==> src/rtl/cpu_pkg.sv <==
// Shared definitions for the 16-bit CPU control path: opcodes, ALU function
// selects, sequencer state encoding, instruction field positions, control word.
package cpu_pkg;

  localparam int NBIT = 16;
  localparam int PC_W = 6;

  localparam logic [3:0] OP_NOP  = 4'h0;
  localparam logic [3:0] OP_ADD  = 4'h1;
  localparam logic [3:0] OP_SUB  = 4'h2;
  localparam logic [3:0] OP_AND  = 4'h3;
  localparam logic [3:0] OP_OR   = 4'h4;
  localparam logic [3:0] OP_XOR  = 4'h5;
  localparam logic [3:0] OP_NOT  = 4'h6;
  localparam logic [3:0] OP_SHL  = 4'h7;
  localparam logic [3:0] OP_SHR  = 4'h8;
  localparam logic [3:0] OP_LDI  = 4'h9;
  localparam logic [3:0] OP_LD   = 4'hA;
  localparam logic [3:0] OP_ST   = 4'hB;
  localparam logic [3:0] OP_BZ   = 4'hC;
  localparam logic [3:0] OP_JMP  = 4'hD;
  localparam logic [3:0] OP_JAL  = 4'hE;
  localparam logic [3:0] OP_HALT = 4'hF;

  localparam logic [2:0] FS_ADD = 3'd0;
  localparam logic [2:0] FS_SUB = 3'd1;
  localparam logic [2:0] FS_AND = 3'd2;
  localparam logic [2:0] FS_OR  = 3'd3;
  localparam logic [2:0] FS_XOR = 3'd4;
  localparam logic [2:0] FS_NOT = 3'd5;
  localparam logic [2:0] FS_SHL = 3'd6;
  localparam logic [2:0] FS_SHR = 3'd7;

  localparam logic [2:0] ST_FETCH  = 3'd0;
  localparam logic [2:0] ST_DECODE = 3'd1;
  localparam logic [2:0] ST_EXEC   = 3'd2;
  localparam logic [2:0] ST_MEM    = 3'd3;
  localparam logic [2:0] ST_HALT   = 3'd4;

  localparam int OP_MSB   = 15;
  localparam int OP_LSB   = 12;
  localparam int DA_MSB   = 11;
  localparam int DA_LSB   = 8;
  localparam int AA_MSB   = 7;
  localparam int AA_LSB   = 4;
  localparam int BA_MSB   = 3;
  localparam int BA_LSB   = 0;
  localparam int IMM8_MSB = 7;
  localparam int IMM8_LSB = 0;
  localparam int TGT_MSB  = 5;
  localparam int TGT_LSB  = 0;

  typedef struct packed {
    logic [2:0] fs;
    logic       mb;
    logic       md;
    logic       mj;
    logic       mm;
    logic       mk;
    logic       a_thru;
    logic       b_thru;
    logic       is_ld;
    logic       is_st;
    logic       is_branch;
    logic       is_jump;
    logic       is_jal;
    logic       is_halt;
    logic       writes_rd;
  } ctrl_t;

  // ALU opcodes 1..8 map onto function selects 0..7.
  function automatic logic [2:0] alu_fs(input logic [3:0] op);
    logic [3:0] t;
    t = op - 4'd1;
    return t[2:0];
  endfunction

endpackage

==> src/rtl/instr_decoder.sv <==
// Combinational opcode decoder: produces the static part of the datapath
// control word; every bit not used by an opcode stays 0.
module instr_decoder
  import cpu_pkg::*;
(
  input  logic [3:0] op_i,
  output ctrl_t      ctrl_o
);

  always_comb begin
    ctrl_o = '0;
    case (op_i)
      OP_ADD, OP_SUB, OP_AND, OP_OR, OP_XOR, OP_NOT, OP_SHL, OP_SHR: begin
        ctrl_o.fs        = alu_fs(op_i);
        ctrl_o.writes_rd = 1'b1;
      end
      OP_LDI: begin
        ctrl_o.mb        = 1'b1;
        ctrl_o.b_thru    = 1'b1;
        ctrl_o.writes_rd = 1'b1;
      end
      OP_LD: begin
        ctrl_o.a_thru = 1'b1;
        ctrl_o.md     = 1'b1;
        ctrl_o.is_ld  = 1'b1;
      end
      OP_ST:  ctrl_o.is_st = 1'b1;
      OP_BZ: begin
        ctrl_o.mk        = 1'b1;
        ctrl_o.a_thru    = 1'b1;
        ctrl_o.is_branch = 1'b1;
      end
      OP_JMP: ctrl_o.is_jump = 1'b1;
      OP_JAL: begin
        // MM stays 0 so the jump target comes from R[AA] via MUX_M.
        ctrl_o.mj        = 1'b1;
        ctrl_o.is_jal    = 1'b1;
        ctrl_o.writes_rd = 1'b1;
      end
      OP_HALT: ctrl_o.is_halt = 1'b1;
      default: ctrl_o = '0;
    endcase
  end

endmodule

==> src/rtl/control_unit.sv <==
// Multi-cycle sequencer (FETCH/DECODE/EXEC/MEM/HALT) holding PC and IR.
// Memory handshake: mem_re/mem_we is held with a stable control word until
// the cycle mem_ready=1; the transfer completes at that clock edge.
module control_unit #(
  parameter int nBit = 16,
  parameter int PC_W = 6
) (
  input  logic            clk,
  input  logic            reset,
  input  logic [nBit-1:0] instr,
  input  logic            zero_flag,
  input  logic [PC_W-1:0] MUX_M,
  input  logic            mem_ready,
  output logic [PC_W-1:0] PC,
  output logic [PC_W-1:0] PC_prev,
  output logic [3:0]      DA,
  output logic [3:0]      AA,
  output logic [3:0]      BA,
  output logic [2:0]      FS,
  output logic            RW,
  output logic            MB,
  output logic            MD,
  output logic            MJ,
  output logic            MM,
  output logic            MK,
  output logic            A_thru,
  output logic            B_thru,
  output logic            mem_re,
  output logic            mem_we,
  output logic            halted,
  output logic [2:0]      state_o
);
  import cpu_pkg::*;

  logic [2:0]      state_q, state_d;
  logic [PC_W-1:0] pc_q, pc_d;
  logic [nBit-1:0] ir_q, ir_d;
  logic [PC_W-1:0] pc_inc;
  logic [PC_W-1:0] tgt;
  ctrl_t           ctrl;

  instr_decoder u_dec (
    .op_i   (ir_q[OP_MSB:OP_LSB]),
    .ctrl_o (ctrl)
  );

  assign pc_inc = pc_q + PC_W'(1);
  assign tgt    = PC_W'(ir_q[TGT_MSB:TGT_LSB]);

  always_comb begin
    state_d = state_q;
    pc_d    = pc_q;
    ir_d    = ir_q;
    RW      = 1'b0;
    mem_re  = 1'b0;
    mem_we  = 1'b0;
    case (state_q)
      ST_FETCH: begin
        ir_d    = instr;
        state_d = ST_DECODE;
      end
      ST_DECODE: state_d = ST_EXEC;
      ST_EXEC: begin
        if (ctrl.is_ld) begin
          mem_re  = 1'b1;
          state_d = ST_MEM;
        end else if (ctrl.is_st) begin
          mem_we  = 1'b1;
          state_d = ST_MEM;
        end else if (ctrl.is_halt) begin
          state_d = ST_HALT;
        end else begin
          RW      = ctrl.writes_rd;
          state_d = ST_FETCH;
          // JAL samples MUX_M in the same cycle the link is written, so a
          // link into the target register still jumps to the old value.
          if (ctrl.is_jal)
            pc_d = MUX_M;
          else if (ctrl.is_jump || (ctrl.is_branch && zero_flag))
            pc_d = tgt;
          else
            pc_d = pc_inc;
        end
      end
      ST_MEM: begin
        mem_re = ctrl.is_ld;
        mem_we = ctrl.is_st;
        if (mem_ready) begin
          RW      = ctrl.is_ld;
          pc_d    = pc_inc;
          state_d = ST_FETCH;
        end
      end
      ST_HALT: state_d = ST_HALT;
      default: state_d = ST_FETCH;
    endcase
  end

  always_ff @(posedge clk) begin
    if (reset) begin
      state_q <= ST_FETCH;
      pc_q    <= '0;
      ir_q    <= '0;
    end else begin
      state_q <= state_d;
      pc_q    <= pc_d;
      ir_q    <= ir_d;
    end
  end

  assign PC      = pc_q;
  assign PC_prev = pc_inc;
  assign DA      = ir_q[DA_MSB:DA_LSB];
  assign AA      = ir_q[AA_MSB:AA_LSB];
  assign BA      = ir_q[BA_MSB:BA_LSB];
  assign FS      = ctrl.fs;
  assign MB      = ctrl.mb;
  assign MD      = ctrl.md;
  assign MJ      = ctrl.mj;
  assign MM      = ctrl.mm;
  assign MK      = ctrl.mk;
  assign A_thru  = ctrl.a_thru;
  assign B_thru  = ctrl.b_thru;
  assign halted  = (state_q == ST_HALT);
  assign state_o = state_q;

endmodule

==> config.mk <==
export PLATFORM = sky130hd
export DESIGN_NAME = control_unit
export DESIGN_NICKNAME = d
export VERILOG_FILES = /design/src/rtl/cpu_pkg.sv /design/src/rtl/instr_decoder.sv /design/src/rtl/control_unit.sv
export SDC_FILE = /design/constraint.sdc
export NUM_CORES = 1
export LEC_CHECK = 0
export BUFFER_PORTS_ARGS = -buffer_cell sky130_fd_sc_hd__buf_2
export CORE_ASPECT_RATIO = 1.75
export CORE_MARGIN = 1
export CORE_UTILIZATION = 40
export DETAILED_ROUTE_END_ITERATION = 8
export PLACE_DENSITY = 0.68
export SKIP_CTS_REPAIR_TIMING = 1
export SKIP_LAST_GASP = 1
export SLEW_MARGIN = 20
export SYNTH_ARGS = -nofsm -noshare
export SYNTH_HDL_FRONTEND = slang
export SYNTH_SLANG_ARGS = --single-unit
export TNS_END_PERCENT = 50
==> constraint.sdc <==
create_clock -name clk -period 2.15 [get_ports clk]
set_clock_uncertainty 0.1 [all_clocks]
set_input_delay 0 -clock clk [delete_from_list [all_inputs] [get_ports clk]]
set_output_delay 0 -clock clk [all_outputs]
set_load 0.005 [all_outputs]
Yosys cells after proc, flatten, opt, wreduce, memory -nomap -nowiden --
Cells that the tools add are included.
Word-level totals: bits in registers 25, bits of input ports 26, output and inout bits 41
Operators by class: $add $sub $neg 2, eq/ne operators 23, muxes and demuxes 32, reductions and logical operators 8
Operator list (number):
- $mux 6 | 6
- $eq 4x4->1 const B | 8
- $eq 4x3->1 const B | 4
- $mux 1 | 16
- $mux 3 | 5
- $pmux 3 s5 | 1
- $pmux 6 s2 | 1
- $reduce_or 10->1 | 1
- $eq 4x2->1 const B | 2
- $ne 2x2->1 const B | 4
- $reduce_or 8->1 | 1
- $add 6x1->6 const B | 1
- $eq 3x2->1 const B | 2
- $pmux 1 s2 | 3
- $reduce_and 5->1 | 1
- $eq 4x1->1 const B | 1
- $eq 3x1->1 const B | 1
- $eq 3x3->1 const B | 1
- $logic_not 3->1 | 1
- $sub 3x1->3 const B | 1
- $reduce_bool 2->1 | 1
- $reduce_or 2->1 | 1
- $logic_and 1x1->1 | 1
- $logic_or 1x1->1 | 1

Depth between registers and ports, before layout --
depth after elaboration 10, gate-level depth with buffers 8, mapped depth without buffers 7

Hierarchy --
Synthesis repeated with hierarchy kept, for this count alone.
Unflattened totals: cell total of the unflattened synthesis 202, area total of the unflattened synthesis 1627.8 sq um
Modules (own cells, without submodules):
- control_unit | instances 1, cells each 172, area each 1393.8 sq um, sequential area each 500.5 sq um
- instr_decoder | instances 1, cells each 30, area each 234.0 sq um, sequential area each 0.0 sq um

Worst setup path before layout --
Ideal clock, no wire load.
path type reg-to-reg, from register ir_q[12], to register pc_q[5], in the netlist PC[5], data arrival time 1.702 ns, required time 1.958 ns, setup slack 0.256 ns, stages on the path, launching flop included 8, buffers on the path 1, period minus slack after synthesis 1.894 ns, cell sequence dfxtp_1 > inv_1 > ha_1 > buf_2 > nor2b_1 > o21a_1 > or3_1 > o32ai_1
On the way: word-level cells in the longest chain between the ends 10
Ends and longest elaborated chain:
- start, declared | RTL line control_unit.sv:37 | logic [nBit-1:0] ir_q, ir_d;
- start signal, assigned | RTL line control_unit.sv:107 | ir_q <= ir_d;
- $eq 4x4->1 | RTL line instr_decoder.sv:12 | case (op_i)
- $mux 1 | RTL line instr_decoder.sv:12
- $logic_and 1x1->1 | RTL line control_unit.sv:79 | else if (ctrl.is_jump || (ctrl.is_branch && zero_flag))
- $logic_or 1x1->1 | RTL line control_unit.sv:79
- $mux 6 | RTL line control_unit.sv:79
- $mux 6 | RTL line control_unit.sv:77 | if (ctrl.is_jal)
- $mux 6 | RTL line control_unit.sv:70 | end else if (ctrl.is_halt) begin
- $mux 6 | RTL line control_unit.sv:67 | end else if (ctrl.is_st) begin
- $mux 6 | RTL line control_unit.sv:64 | if (ctrl.is_ld) begin
- $pmux 6 s2 | RTL line control_unit.sv:57 | case (state_q)
- end signal, assigned | RTL line control_unit.sv:106 | pc_q <= pc_d;
- end, declared | RTL line control_unit.sv:36 | logic [PC_W-1:0] pc_q, pc_d;
Several ways; a longest one is shown, not always the timed one. The select of a mux whose other input is x is not followed. A chain may end at the register's enable or synchronous reset.

Worst setup path in the final report --
from register ir_q[12], to output RW
On the way: word-level cells in the longest chain between the ends 7
Ends and longest elaborated chain:
- $eq 4x4->1, or another cell as far along | RTL line instr_decoder.sv:12
- $reduce_or 10->1 (no source line)
- $mux 1 | RTL line instr_decoder.sv:12
- $mux 1 | RTL line control_unit.sv:70
- $mux 1 | RTL line control_unit.sv:67
- $mux 1 | RTL line control_unit.sv:64
- $pmux 1 s2 (*) | RTL line control_unit.sv:57
- end, declared | RTL line control_unit.sv:20 | output logic RW,
Every way passes the cells marked *; elsewhere a longest branch is shown, timed or not.

==> flow_summary_export.csv <==
group,metric,value,unit
worst_hold_path,holdPathEnd,"state_o[0]$_SDFFE_PP0P_",
route,route.antenna.remaining_nets,0,
logic_synthesis,synthSimpleGateAreaFrac,26.05,%
clocking,htree_levels,1,
floorplan,die_area,4290,sq um
global_routing,grt_usage,19.57,%
floorplan,core_area,3866,sq um
logic_synthesis,synth_mux_area_share,1.400,%
global_routing,antenna_found_initial,0,
layout,area_growth,31.80,%
route,viasPerCell,5.164,
logic_synthesis,syn_area,1609,sq um
worst_setup_path,path_class,"reg -> out",
route,routed_wl,4.390,mm
timing,final_hold_viol_count,0,
timing,post-route-period-util,94.40,%
timing,post-route-min-period,2.030,ns
power,powerDensity,533.4,nW/um^2
placed_design,dp_cells,308,
layout,layout_commonest_cell,"buf_2",
floorplan,die_w,49.95,um
logic_synthesis,synth_top_area_share,31.10,%
clocking,cts_tree,"done",
placed_design,io_buffers,65,
power,ir_worst_vdd,0.4798,mV
logic_synthesis,yosysSeqAreaShare,31.10,%
global_routing,gr-total-overflow,0,
logic_synthesis,synth_area_leaders,"dfxtp_1, nand2_1, buf_4",
timing,tns,0,ns
worst_setup_path,cp_slowest_cell,"a2111oi_2",
logic_synthesis,yosysTopAreaCell,"dfxtp_1",
timing,fmax,492.7,MHz
worst_setup_path,r2r_start,"ir_q[12]$_SDFFE_PP0N_",
worst_setup_path,worstPathMaxFanout,5,
clocking,cts_max_path_buffers,2,
timing,slew_violations,0,
floorplan,std_cell_rows,30,
layout,mostFrequentLayoutCells,"buf_2, nand2_1, dfxtp_1",
floorplan,start_util,41.62,%
global_routing,grt_pass1_vias,1460,
timing,setup_violations,0,
power,power.leakage,0.001035,uW
worst_setup_path,reg2reg_depth,7,
timing,tightest_slew,0.5476,ns
placed_design,gp_congestion,0.8910,
worst_setup_path,cp.arrival,1.93,ns
timing,rsz0062_at_grt,"false",
worst_setup_path,end_kind,"output port",
flow_run,drv_cap,0,
route,num_vias,1699,
logic_synthesis,ys_ff_latch,25,
logic_synthesis,synth_compound_area_share,21.70,%
worst_hold_path,min_from,"mem_ready",
logic_synthesis,synthXorXnorAreaFrac,2.177,%
clocking,cts_inserted_buffers,3,
global_routing,grt_max_degree,29,
floorplan,ios,67,
worst_hold_path,hold_depth,4,
logic_synthesis,yosysUniqueCellTypes,45,
logic_synthesis,yosysWarnings,0,
worst_setup_path,slowest_delay,0.37,ns
worst_setup_path,cp-start-kind,"flip-flop",
layout,finalNonFillerCells,329,
floorplan,die_h,85.90,um
clocking,cts_sinks,25,
global_routing,grt_pass1_wl,6.499,mm
worst_setup_path,regToRegEndpoint,"PC[0]$_SDFFE_PP0P_",
worst_setup_path,cp.required,2.05,ns
logic_synthesis,syn_nets,245,
clocking,cts.clk_slew.worst_paths,0.09,ns
worst_setup_path,critPathBufInv,2,
timing,slew_headroom,63.50,%
worst_setup_path,cp.depth,7,
worst_setup_path,crit_family,"compound AO/OA/AOI/OAI gates",
worst_setup_path,reg2reg_slack,0.14,ns
logic_synthesis,post_synth.cell_area_avg,7.554,sq um
layout,nets,314,
logic_synthesis,yosys.area_share.adder,4.666,%
worst_setup_path,path_cells,"buf_4 > ha_1 > a2111oi_2 > o21a_1 > a221o_1 > a21oi_1 > buf_2",
logic_synthesis,synthCells,213,
route,drc,0,
clocking,cts_root_buf,"clkbuf_8",
placed_design,dpl.hpwl,3.214,mm
logic_synthesis,synth_top_family_by_area,"simple AND/OR/NAND/NOR gates",
layout,diodes,0,
route,wl_per_cell,13.34,um
layout,layout-drive-gt1-share,31.67,%
clocking,insertion_delay,0.27,ns
route,drt_iter0_markers,38,
status,status,"complete, no violations",
route,first_pass_iters,4,
worst_hold_path,hp-class,"in -> reg",
metrics by stage:
stage	worst slack [ns]	area [sq um]	power [uW]	hold slack, ns	util (%)
global placement	0.2891	1897	819.4	0.1418	49.06
global route	0.007462	2121	1201	0.05332	54.85
floorplan	0.2556	1609	731.5	0.03596	-
finish	0.1204	2121	1131	0.02924	54.85
CTS	-0.001921	1943	1103	-0.1458	50.26
detailed placement	0.2037	1897	822.4	0.1460	49.06
worst reg2reg max path, stage by stage, from the launching register on:
cell and delay, ns:
dfxtp_1 0.32, inv_1 0.07, ha_1 0.35, nand3_1 0.21, inv_1 0.16, mux2_2 0.36, o211ai_1 0.19, a221oi_1 0.12
worst max-delay path by stage:
stage	slack (ns)	endpoint	start
2_1_floorplan	0.26	PC[5]$_SDFFE_PP0P_	ir_q[12]$_SDFFE_PP0N_
6_report	0.12	RW	ir_q[12]$_SDFFE_PP0N_
4_1_cts	-0.002	RW	ir_q[13]$_SDFFE_PP0N_
3_3_place_gp	0.29	PC[0]$_SDFFE_PP0P_	ir_q[13]$_SDFFE_PP0N_
3_5_place_dp	0.20	PC[0]$_SDFFE_PP0P_	ir_q[13]$_SDFFE_PP0N_
5_1_grt	0.007	RW	ir_q[12]$_SDFFE_PP0N_
synthesized netlist by cell type:
master and instances:
or3_1 2, a221o_1 3, xor2_1 2, dfxtp_1 25
conb_1 1, a2111oi_0 1, a211oi_1 1, buf_2 4
xnor2_1 2, a221oi_1 3, clkbuf_1 7, nor3_1 9
nand2_1 38, a211oi_2 1, and4_1 1, nand2b_1 6
nand3b_1 1, o21ai_0 6, nor3b_1 1, ha_1 6
or2_2 3, inv_1 11, nand4_1 1, a2bb2oi_1 1
a21oi_1 18, and3b_1 1, o31ai_1 1, mux2_2 2
nor2_1 10, o22ai_1 1, o211ai_1 3, o31a_1 1
nor2b_1 4, o21a_1 3, buf_6 1, or2b_1 1
and2b_1 1, nand3_1 2, and2_1 2, and3_1 2
o32ai_1 3, a31oi_1 3, buf_4 14, or3_4 1
a21o_1 3
logic make-up after synthesis:
family                   Yosys count
other                              1
flip-flops                        25
adder cells (fa/ha/maj)            6
XOR/XNOR                           4
multiplexers                       2
AND/OR/NAND/NOR                   86
AO/OA/AOI/OAI                     52
buffers and inverters             37
final cells by class:
class / count / area (sq um)
inverters: 11 / 41.29
flip-flops and latches: 25 / 501.7
well taps: 48 / 60.06
fillers: 390 / 1745
multi-input cells: 151 / 918.4
clock buffers: 3 / 41.29
repair buffers: 90 / 553.0
clock inverters: 1 / 5.005
state kept, by name (all words and copies together), names as in the netlist:
name     flops
state_o      3
ir_q        16
PC           6
where the power goes:
group	leakage, uW	switching, uW	internal [uW]
combinational	0.000804	171	158
sequential	0.000206	23.2	496
clock	0.0000255	154	130
per-layer routing:
layer	track usage (%)	vias up	wire, um
li1	-	854	-
met1	21.11	776	1718
met2	36.61	59	2371
met3	1.950	10	173
met4	9.610	0	127
met5	0	-	0
(Power assumes the default switching activity.)
